===== config.mk =====
export PLATFORM = sky130hd
export DESIGN_NAME = fifo_uart_tx_flat
export DESIGN_NICKNAME = d
export VERILOG_FILES = /design/src/rtl/uart_pkg.sv /design/src/rtl/fifo_uart_tx_if.sv /design/src/rtl/fifo_uart_tx_baud_gen.sv /design/src/rtl/fifo_uart_tx.sv /design/src/flat_wrapper.sv
export SDC_FILE = /design/constraint.sdc
export NUM_CORES = 1
export LEC_CHECK = 0
export CORE_MARGIN = 5
export CORE_UTILIZATION = 30
export CTS_BUF_LIST = sky130_fd_sc_hd__clkbuf_4 sky130_fd_sc_hd__clkbuf_8
export DETAILED_ROUTE_END_ITERATION = 8
export PLACE_DENSITY_LB_ADDON = 0.2
export SKIP_LAST_GASP = 1
export SLEW_MARGIN = 0
export SYNTH_ARGS = -nofsm -noshare
export SYNTH_HDL_FRONTEND = slang
export SYNTH_SLANG_ARGS = --single-unit
export TNS_END_PERCENT = 1

===== constraint.sdc =====
create_clock -name rd_clk -period 2.5 [get_ports rd_clk]
set_input_delay 0.625 -clock rd_clk [delete_from_list [all_inputs] [get_ports rd_clk]]
set_output_delay 0.625 -clock rd_clk [all_outputs]
set_load 0.005 [all_outputs]

===== src/rtl/uart_pkg.sv =====
// Shared UART definitions: binary state encoding and line idle level.
package uart_pkg;

  localparam logic [2:0] ST_IDLE   = 3'd0;
  localparam logic [2:0] ST_POP    = 3'd1;
  localparam logic [2:0] ST_LOAD   = 3'd2;
  localparam logic [2:0] ST_START  = 3'd3;
  localparam logic [2:0] ST_DATA   = 3'd4;
  localparam logic [2:0] ST_PARITY = 3'd5;
  localparam logic [2:0] ST_STOP   = 3'd6;

  localparam logic UART_IDLE_LEVEL = 1'b1;

  typedef enum logic [2:0] {
    S_IDLE   = ST_IDLE,
    S_POP    = ST_POP,
    S_LOAD   = ST_LOAD,
    S_START  = ST_START,
    S_DATA   = ST_DATA,
    S_PARITY = ST_PARITY,
    S_STOP   = ST_STOP
  } uart_state_e;

endpackage


===== src/rtl/fifo_uart_tx_if.sv =====
// FIFO read-side handshake plus serial line status, shared by the UART transmitter and its environment.
interface fifo_uart_tx_if #(parameter int WIDTH = 8);

  logic             fifo_empty;
  logic [WIDTH-1:0] fifo_rd_data;
  logic             fifo_rd_en;
  logic             tx;
  logic             busy;
  logic             byte_done;

  modport master (
    input  fifo_empty,
    input  fifo_rd_data,
    output fifo_rd_en,
    output tx,
    output busy,
    output byte_done
  );

  modport slave (
    output fifo_empty,
    output fifo_rd_data,
    input  fifo_rd_en,
    input  tx,
    input  busy,
    input  byte_done
  );

endinterface


===== src/rtl/fifo_uart_tx_baud_gen.sv =====
// Bit-time counter: tick marks the last clk cycle of each CLKS_PER_BIT-long bit; clr holds it at zero.
module uart_baud_gen #(
  parameter int CLKS_PER_BIT = 16
) (
  input  logic clk,
  input  logic rst,
  input  logic clr,
  output logic tick
);

  localparam int CW = $clog2(CLKS_PER_BIT);
  localparam logic [CW-1:0] LAST_CNT = CW'(CLKS_PER_BIT - 1);

  logic [CW-1:0] cnt_r;

  // Baud counter, wrapping at the last cycle of each bit
  always_ff @(posedge clk or posedge rst) begin
    if (rst) begin
      cnt_r <= {CW{1'b0}};
    end else if (clr || (cnt_r == LAST_CNT)) begin
      cnt_r <= {CW{1'b0}};
    end else begin
      cnt_r <= cnt_r + CW'(1);
    end
  end

  assign tick = (cnt_r == LAST_CNT);

endmodule


===== src/rtl/fifo_uart_tx.sv =====
// UART transmitter draining an async FIFO read port into 8N1 frames.
// Define FIFO_UART_TX_PARITY_EN to insert an even-parity bit (8E1).
module fifo_uart_tx
  import uart_pkg::*;
#(
  parameter int CLKS_PER_BIT = 16,
  parameter int WIDTH        = 8
) (
  input  logic           rd_clk,
  input  logic           rd_rst,
  fifo_uart_tx_if.master bus
);

  localparam int BW = $clog2(WIDTH) + 1;
  localparam logic [BW-1:0] LAST_BIT = BW'(WIDTH - 1);

  uart_state_e      state_r, state_nxt_s;
  logic [WIDTH-1:0] shreg_r, shreg_nxt_s;
  logic [BW-1:0]    bit_cnt_r, bit_cnt_nxt_s;
  logic             tx_r, tx_nxt_s;
  logic             rd_en_r;
  logic             busy_r;
  logic             tick_s;
  logic             baud_clr_s;
`ifdef FIFO_UART_TX_PARITY_EN
  logic             par_r, par_nxt_s;
`endif

  uart_baud_gen #(.CLKS_PER_BIT(CLKS_PER_BIT)) u_baud (
    .clk  (rd_clk),
    .rst  (rd_rst),
    .clr  (baud_clr_s),
    .tick (tick_s)
  );

  // Next-state, next tx level and shift datapath
  always_comb begin
    state_nxt_s   = state_r;
    shreg_nxt_s   = shreg_r;
    bit_cnt_nxt_s = bit_cnt_r;
    tx_nxt_s      = tx_r;
    baud_clr_s    = 1'b1;
`ifdef FIFO_UART_TX_PARITY_EN
    par_nxt_s     = par_r;
`endif
    case (state_r)
      S_IDLE: begin
        tx_nxt_s = UART_IDLE_LEVEL;
        if (!bus.fifo_empty) begin
          state_nxt_s = S_POP;
        end else begin
          state_nxt_s = S_IDLE;
        end
      end
      S_POP: begin
        state_nxt_s = S_LOAD;
      end
      // FIFO data is valid now, one cycle after the pop
      S_LOAD: begin
        shreg_nxt_s   = bus.fifo_rd_data;
        tx_nxt_s      = 1'b0;
        bit_cnt_nxt_s = {BW{1'b0}};
`ifdef FIFO_UART_TX_PARITY_EN
        par_nxt_s     = ^bus.fifo_rd_data;
`endif
        state_nxt_s   = S_START;
      end
      S_START: begin
        baud_clr_s = 1'b0;
        if (tick_s) begin
          tx_nxt_s    = shreg_r[0];
          shreg_nxt_s = shreg_r >> 1;
          state_nxt_s = S_DATA;
        end else begin
          state_nxt_s = S_START;
        end
      end
      S_DATA: begin
        baud_clr_s = 1'b0;
        if (tick_s) begin
          bit_cnt_nxt_s = bit_cnt_r + BW'(1);
          if (bit_cnt_r == LAST_BIT) begin
`ifdef FIFO_UART_TX_PARITY_EN
            tx_nxt_s    = par_r;
            state_nxt_s = S_PARITY;
`else
            tx_nxt_s    = UART_IDLE_LEVEL;
            state_nxt_s = S_STOP;
`endif
          end else begin
            tx_nxt_s    = shreg_r[0];
            shreg_nxt_s = shreg_r >> 1;
          end
        end else begin
          state_nxt_s = S_DATA;
        end
      end
`ifdef FIFO_UART_TX_PARITY_EN
      S_PARITY: begin
        baud_clr_s = 1'b0;
        if (tick_s) begin
          tx_nxt_s    = UART_IDLE_LEVEL;
          state_nxt_s = S_STOP;
        end else begin
          state_nxt_s = S_PARITY;
        end
      end
`endif
      // Last stop cycle is the only mid-frame point where fifo_empty matters
      S_STOP: begin
        baud_clr_s = 1'b0;
        tx_nxt_s   = UART_IDLE_LEVEL;
        if (tick_s) begin
          if (!bus.fifo_empty) begin
            state_nxt_s = S_POP;
          end else begin
            state_nxt_s = S_IDLE;
          end
        end else begin
          state_nxt_s = S_STOP;
        end
      end
      default: begin
        tx_nxt_s    = UART_IDLE_LEVEL;
        state_nxt_s = S_IDLE;
      end
    endcase
  end

  // State, datapath and registered outputs
  always_ff @(posedge rd_clk or posedge rd_rst) begin
    if (rd_rst) begin
      state_r   <= S_IDLE;
      shreg_r   <= {WIDTH{1'b0}};
      bit_cnt_r <= {BW{1'b0}};
      tx_r      <= UART_IDLE_LEVEL;
      rd_en_r   <= 1'b0;
      busy_r    <= 1'b0;
`ifdef FIFO_UART_TX_PARITY_EN
      par_r     <= 1'b0;
`endif
    end else begin
      state_r   <= state_nxt_s;
      shreg_r   <= shreg_nxt_s;
      bit_cnt_r <= bit_cnt_nxt_s;
      tx_r      <= tx_nxt_s;
      rd_en_r   <= (state_nxt_s == S_POP);
      busy_r    <= (state_nxt_s != S_IDLE);
`ifdef FIFO_UART_TX_PARITY_EN
      par_r     <= par_nxt_s;
`endif
    end
  end

  assign bus.fifo_rd_en = rd_en_r;
  assign bus.tx         = tx_r;
  assign bus.busy       = busy_r;
  assign bus.byte_done  = (state_r == S_STOP) && tick_s;

endmodule

===== src/flat_wrapper.sv =====
// flat-port wrapper written by rule: the top's interface ports become plain ports
module fifo_uart_tx_flat import uart_pkg::*;
#(
  parameter int CLKS_PER_BIT = 16,
  parameter int WIDTH        = 8
)
  (rd_clk, rd_rst, bus_fifo_empty, bus_fifo_rd_data, bus_fifo_rd_en, bus_tx, bus_busy, bus_byte_done);
  fifo_uart_tx_if #(.WIDTH(WIDTH)) bus_i ();
  input  logic rd_clk;
  input  logic rd_rst;
  input wire logic [$bits(bus_i.fifo_empty)-1:0] bus_fifo_empty;
  input wire logic [$bits(bus_i.fifo_rd_data)-1:0] bus_fifo_rd_data;
  output wire logic [$bits(bus_i.fifo_rd_en)-1:0] bus_fifo_rd_en;
  output wire logic [$bits(bus_i.tx)-1:0] bus_tx;
  output wire logic [$bits(bus_i.busy)-1:0] bus_busy;
  output wire logic [$bits(bus_i.byte_done)-1:0] bus_byte_done;
  assign bus_i.fifo_empty = bus_fifo_empty;
  assign bus_i.fifo_rd_data = bus_fifo_rd_data;
  assign bus_fifo_rd_en = bus_i.fifo_rd_en;
  assign bus_tx = bus_i.tx;
  assign bus_busy = bus_i.busy;
  assign bus_byte_done = bus_i.byte_done;
  fifo_uart_tx #(.CLKS_PER_BIT(CLKS_PER_BIT), .WIDTH(WIDTH)) u_core (.rd_clk(rd_clk), .rd_rst(rd_rst), .bus(bus_i));
endmodule

==> results.yml, run 1 <==
min_path:
  hold_start: "u_core.u_baud.cnt_r[0]$_DFF_PP0_"
  hold_depth: 1
  hold_path.class: "flip-flop to flip-flop"
  worstHoldEndpoint: "u_core.u_baud.cnt_r[0]$_DFF_PP0_"
critical_path:
  r2r-end: "u_core.shreg_r[1]$_DFFE_PP0P_"
  cp_cell_sequence: "ha_2 > nand3_1 > nor2_2 > and2_1 > clkdlybuf4s50_1"
  cp_num_buf_inv: 1
  max_stage_delay_ns: 0.50
  worstPathArrival_ns: 1.72
  worst-r2r-setup-slack_ns: 0.62
  crit_path_start_kind: "flip-flop"
  cp.required_ns: 1.88
  reg2reg_depth: 4
  crit_family: "buffers and inverters"
  r2r-start: "u_core.state_r[1]$_DFF_PP0_"
  path_max_fanout: 4
  crit_type: "flip-flop to primary output"
  cp-end-kind: "primary output"
  cp_slowest_cell: "clkdlybuf4s50_1"
clocking:
  h-tree-depth: 1
  clk_pin_slew_ns: 0.07
  cts_tree: "built"
  postCtsHoldBufs: 0
  clk_path_buf_depth: 2
  cts-buffers-inserted: 3
  cts_sinks: 22
  worstSkewPairLatency_ns: 0.26
  root_buffer: "clkbuf_8"
timing:
  slew_viol_final: 0
  fin_crit_ns: 2.35
  finClkSkew_ns: 0.00879
  max_freq_mhz: 426
  setup_viol: 0
  min_period_over_period: 0.940
  hold_viol: 0
  rsz0062_at_grt: "false"
  slew_headroom: 0.651
  worst_pin_slew_ns: 0.520
  tns_ns: 0
place:
  dp_hpwl_um: 1790
  dpl_cell_area_mm2: 0.00133
  gp_congestion: 0.735
  portBuffers: 14
yosys:
  synth_nets: 127
  synth_adder_area_share: 0.0219
  synthCells: 114
  synth_top_family_by_area: "compound AO/OA/AOI/OAI gates"
  avgSynthCellArea_um2: 10.0
  synth_compound_area_frac: 0.266
  yosysWarnings: 0
  yosys.area_share.simple: 0.156
  yosys-mux-area-fraction: 0
  synth_edf_count: 0
  yosys_most_used_dff: "dfrtp_1"
  synth_cell_types: 37
  ys_seq_area_frac: 0.483
  async_reset_ff_frac: 1.00
  synth_area_mm2: 0.00114
  synth_seq_cells: 22
  synth_xor_area_frac: 0.00767
grt:
  grt_max_degree: 23
  grt_usage: 0.108
  grt_pass1_vias: 977
  antenna_found_initial: 0
  overflow: 0
  grt_pass1_wl_um: 4530
floorplan:
  die-area_mm2: 0.00514
  fp.dieW_um: 71.7
  die_h_um: 71.7
  coreArea_mm2: 0.00369
  io_pins: 15
  start_util: 0.310
  rows: 22
status:
  outcome: "finished, final reports clean"
power_and_ir_drop:
  ir_drop_mv: 0.351
  power_density_mw_per_mm2: 456
  cellLeakagePower_uw: 0.000596
drt:
  first_iter_violations: 69
  wl_per_cell_um: 14.0
  wirelength_um: 2500
  via_per_inst: 5.22
  dr_total_vias: 935
  firstDrtPassIters: 4
  drc: 0
  drtAntennaViolNets: 0
layout:
  final_area_mm2: 0.00139
  final_layout_size_suffix_gt1_frac: 0.107
  syn2layout_area_growth_pct: 21.9
  fin_nets: 145
  n_antenna_cell: 0
run:
  cap_violations: 0
[worst max path at each step]
stage	startpoint	to	slack [ns]	cells after the start
2_1_floorplan	u_core.u_baud.cnt_r[0]$_DFF_PP0_	bus_byte_done	0.77	4
3_3_place_gp	u_core.u_baud.cnt_r[0]$_DFF_PP0_	bus_byte_done	0.41	5
3_5_place_dp	u_core.u_baud.cnt_r[0]$_DFF_PP0_	bus_byte_done	0.39	5
4_1_cts	u_core.u_baud.cnt_r[0]$_DFF_PP0_	bus_byte_done	0.09	5
5_1_grt	u_core.u_baud.cnt_r[1]$_DFF_PP0_	bus_byte_done	0.006	5
6_report	u_core.u_baud.cnt_r[1]$_DFF_PP0_	bus_byte_done	0.15	5
[sequential cells by signal (all words and copies together) (netlist names)]
| signal | cells |
|---|---|
| u_core.u_baud.cnt_r | 4 |
| u_core.bus.fifo_rd_en | 1 |
| u_core.shreg_r | 8 |
| u_core.bit_cnt_r | 4 |
| u_core.state_r | 3 |
| u_core.bus.busy | 1 |
| u_core.bus.tx | 1 |
[placed cells by master, fill, tap and decap left out, types with 3 or more instances in the layout]
cell,n
a21oi_1,5
nand2_1,3
inv_1,9
nor3_1,3
o21ai_0,10
dfrtp_1,21
o211ai_1,3
nand3_1,4
o22ai_1,10
clkdlybuf4s50_1,14
buf_4,5
a2bb2oi_1,6
clkbuf_8,3
nor2_1,3
[cell families after synthesis]
kind of cell	Yosys count
AOI/OAI and AO/OA	44
adders and majority gates	2
buffers and inverters	15
xor gates and xnor gates	1
DFF	22
and+or+nand+nor	30
[cell usage after synthesis (all sizes together) (2+ instances only)]
master	count	area share
a21oi	5	0.022
a22oi	2	0.013
a2bb2oi	6	0.046
and3	2	0.011
buf	3	0.026
clkbuf	3	0.0099
dfrtp	21	0.46
ha	2	0.022
inv	9	0.030
nand2	3	0.0099
nand2b	2	0.011
nand3	4	0.018
nand4	2	0.011
nor2	4	0.013
nor3	3	0.013
nor3b	2	0.018
o211ai	3	0.020
o21ai	11	0.048
o22ai	10	0.055
o2bb2a	2	0.018
or4	2	0.013
[cell type report]
cell class	count	area, um^2
Tap cell	48	60.1
Sequential cell	22	552
Fill cell	398	2300
Clock buffer	4	48.8
Timing Repair Buffer	19	178
Inverter	9	33.8
Multi-Input combinational cell	77	520
[layer usage]
metal,wire length (um),global-route usage,vias up
li1,-,-,460
met4,8,0.0104,0
met1,1130,0.140,454
met3,129,0.0351,2
met2,1240,0.182,19
met5,0,0,-
[power by group]
| part | switching (uW) | internal [uW] | leakage (uW) |
|---|---|---|---|
| clock network | 110 | 124 | 0.0000262 |
| registers | 3.11 | 362 | 0.000257 |
| logic | 13.3 | 21.9 | 0.000314 |
[what timing repair did]
| action | CTS | global route |
|---|---|---|
| setup endpoints to repair | 0 | 1 |
| gates resized for setup | 0 | 2 |
| endpoints found under the hold margin | 0 | 0 |
| buffers inserted | 0 | 1 |
[through the flow]
stage	instances	hold WS [ns]	util	setup WS, ns	power (uW)
6_report	179	0.473	0.378	0.150	635
5_1_grt	179	0.486	0.378	0.00639	666
4_1_cts	178	0.510	0.374	0.0897	646
3_5_place_dp	174	0.493	0.361	0.387	408
3_3_place_gp	174	0.478	0.361	0.408	407
2_1_floorplan	114	0.461	-	0.766	384
No activity file was read; power rests on OpenSTA's default activity.
==> run 2: changes to the inputs <==
Settings changed: MAX_ROUTING_LAYER from default to met4.
==> results of run 2 <==
Same layout as run 1: the final DEF is identical, and so are final timing and power.
Among the figures that moved: final weighted congestion in routability-driven placement 0.735 -> 0.744; overall routing resource usage 0.108 -> 0.111
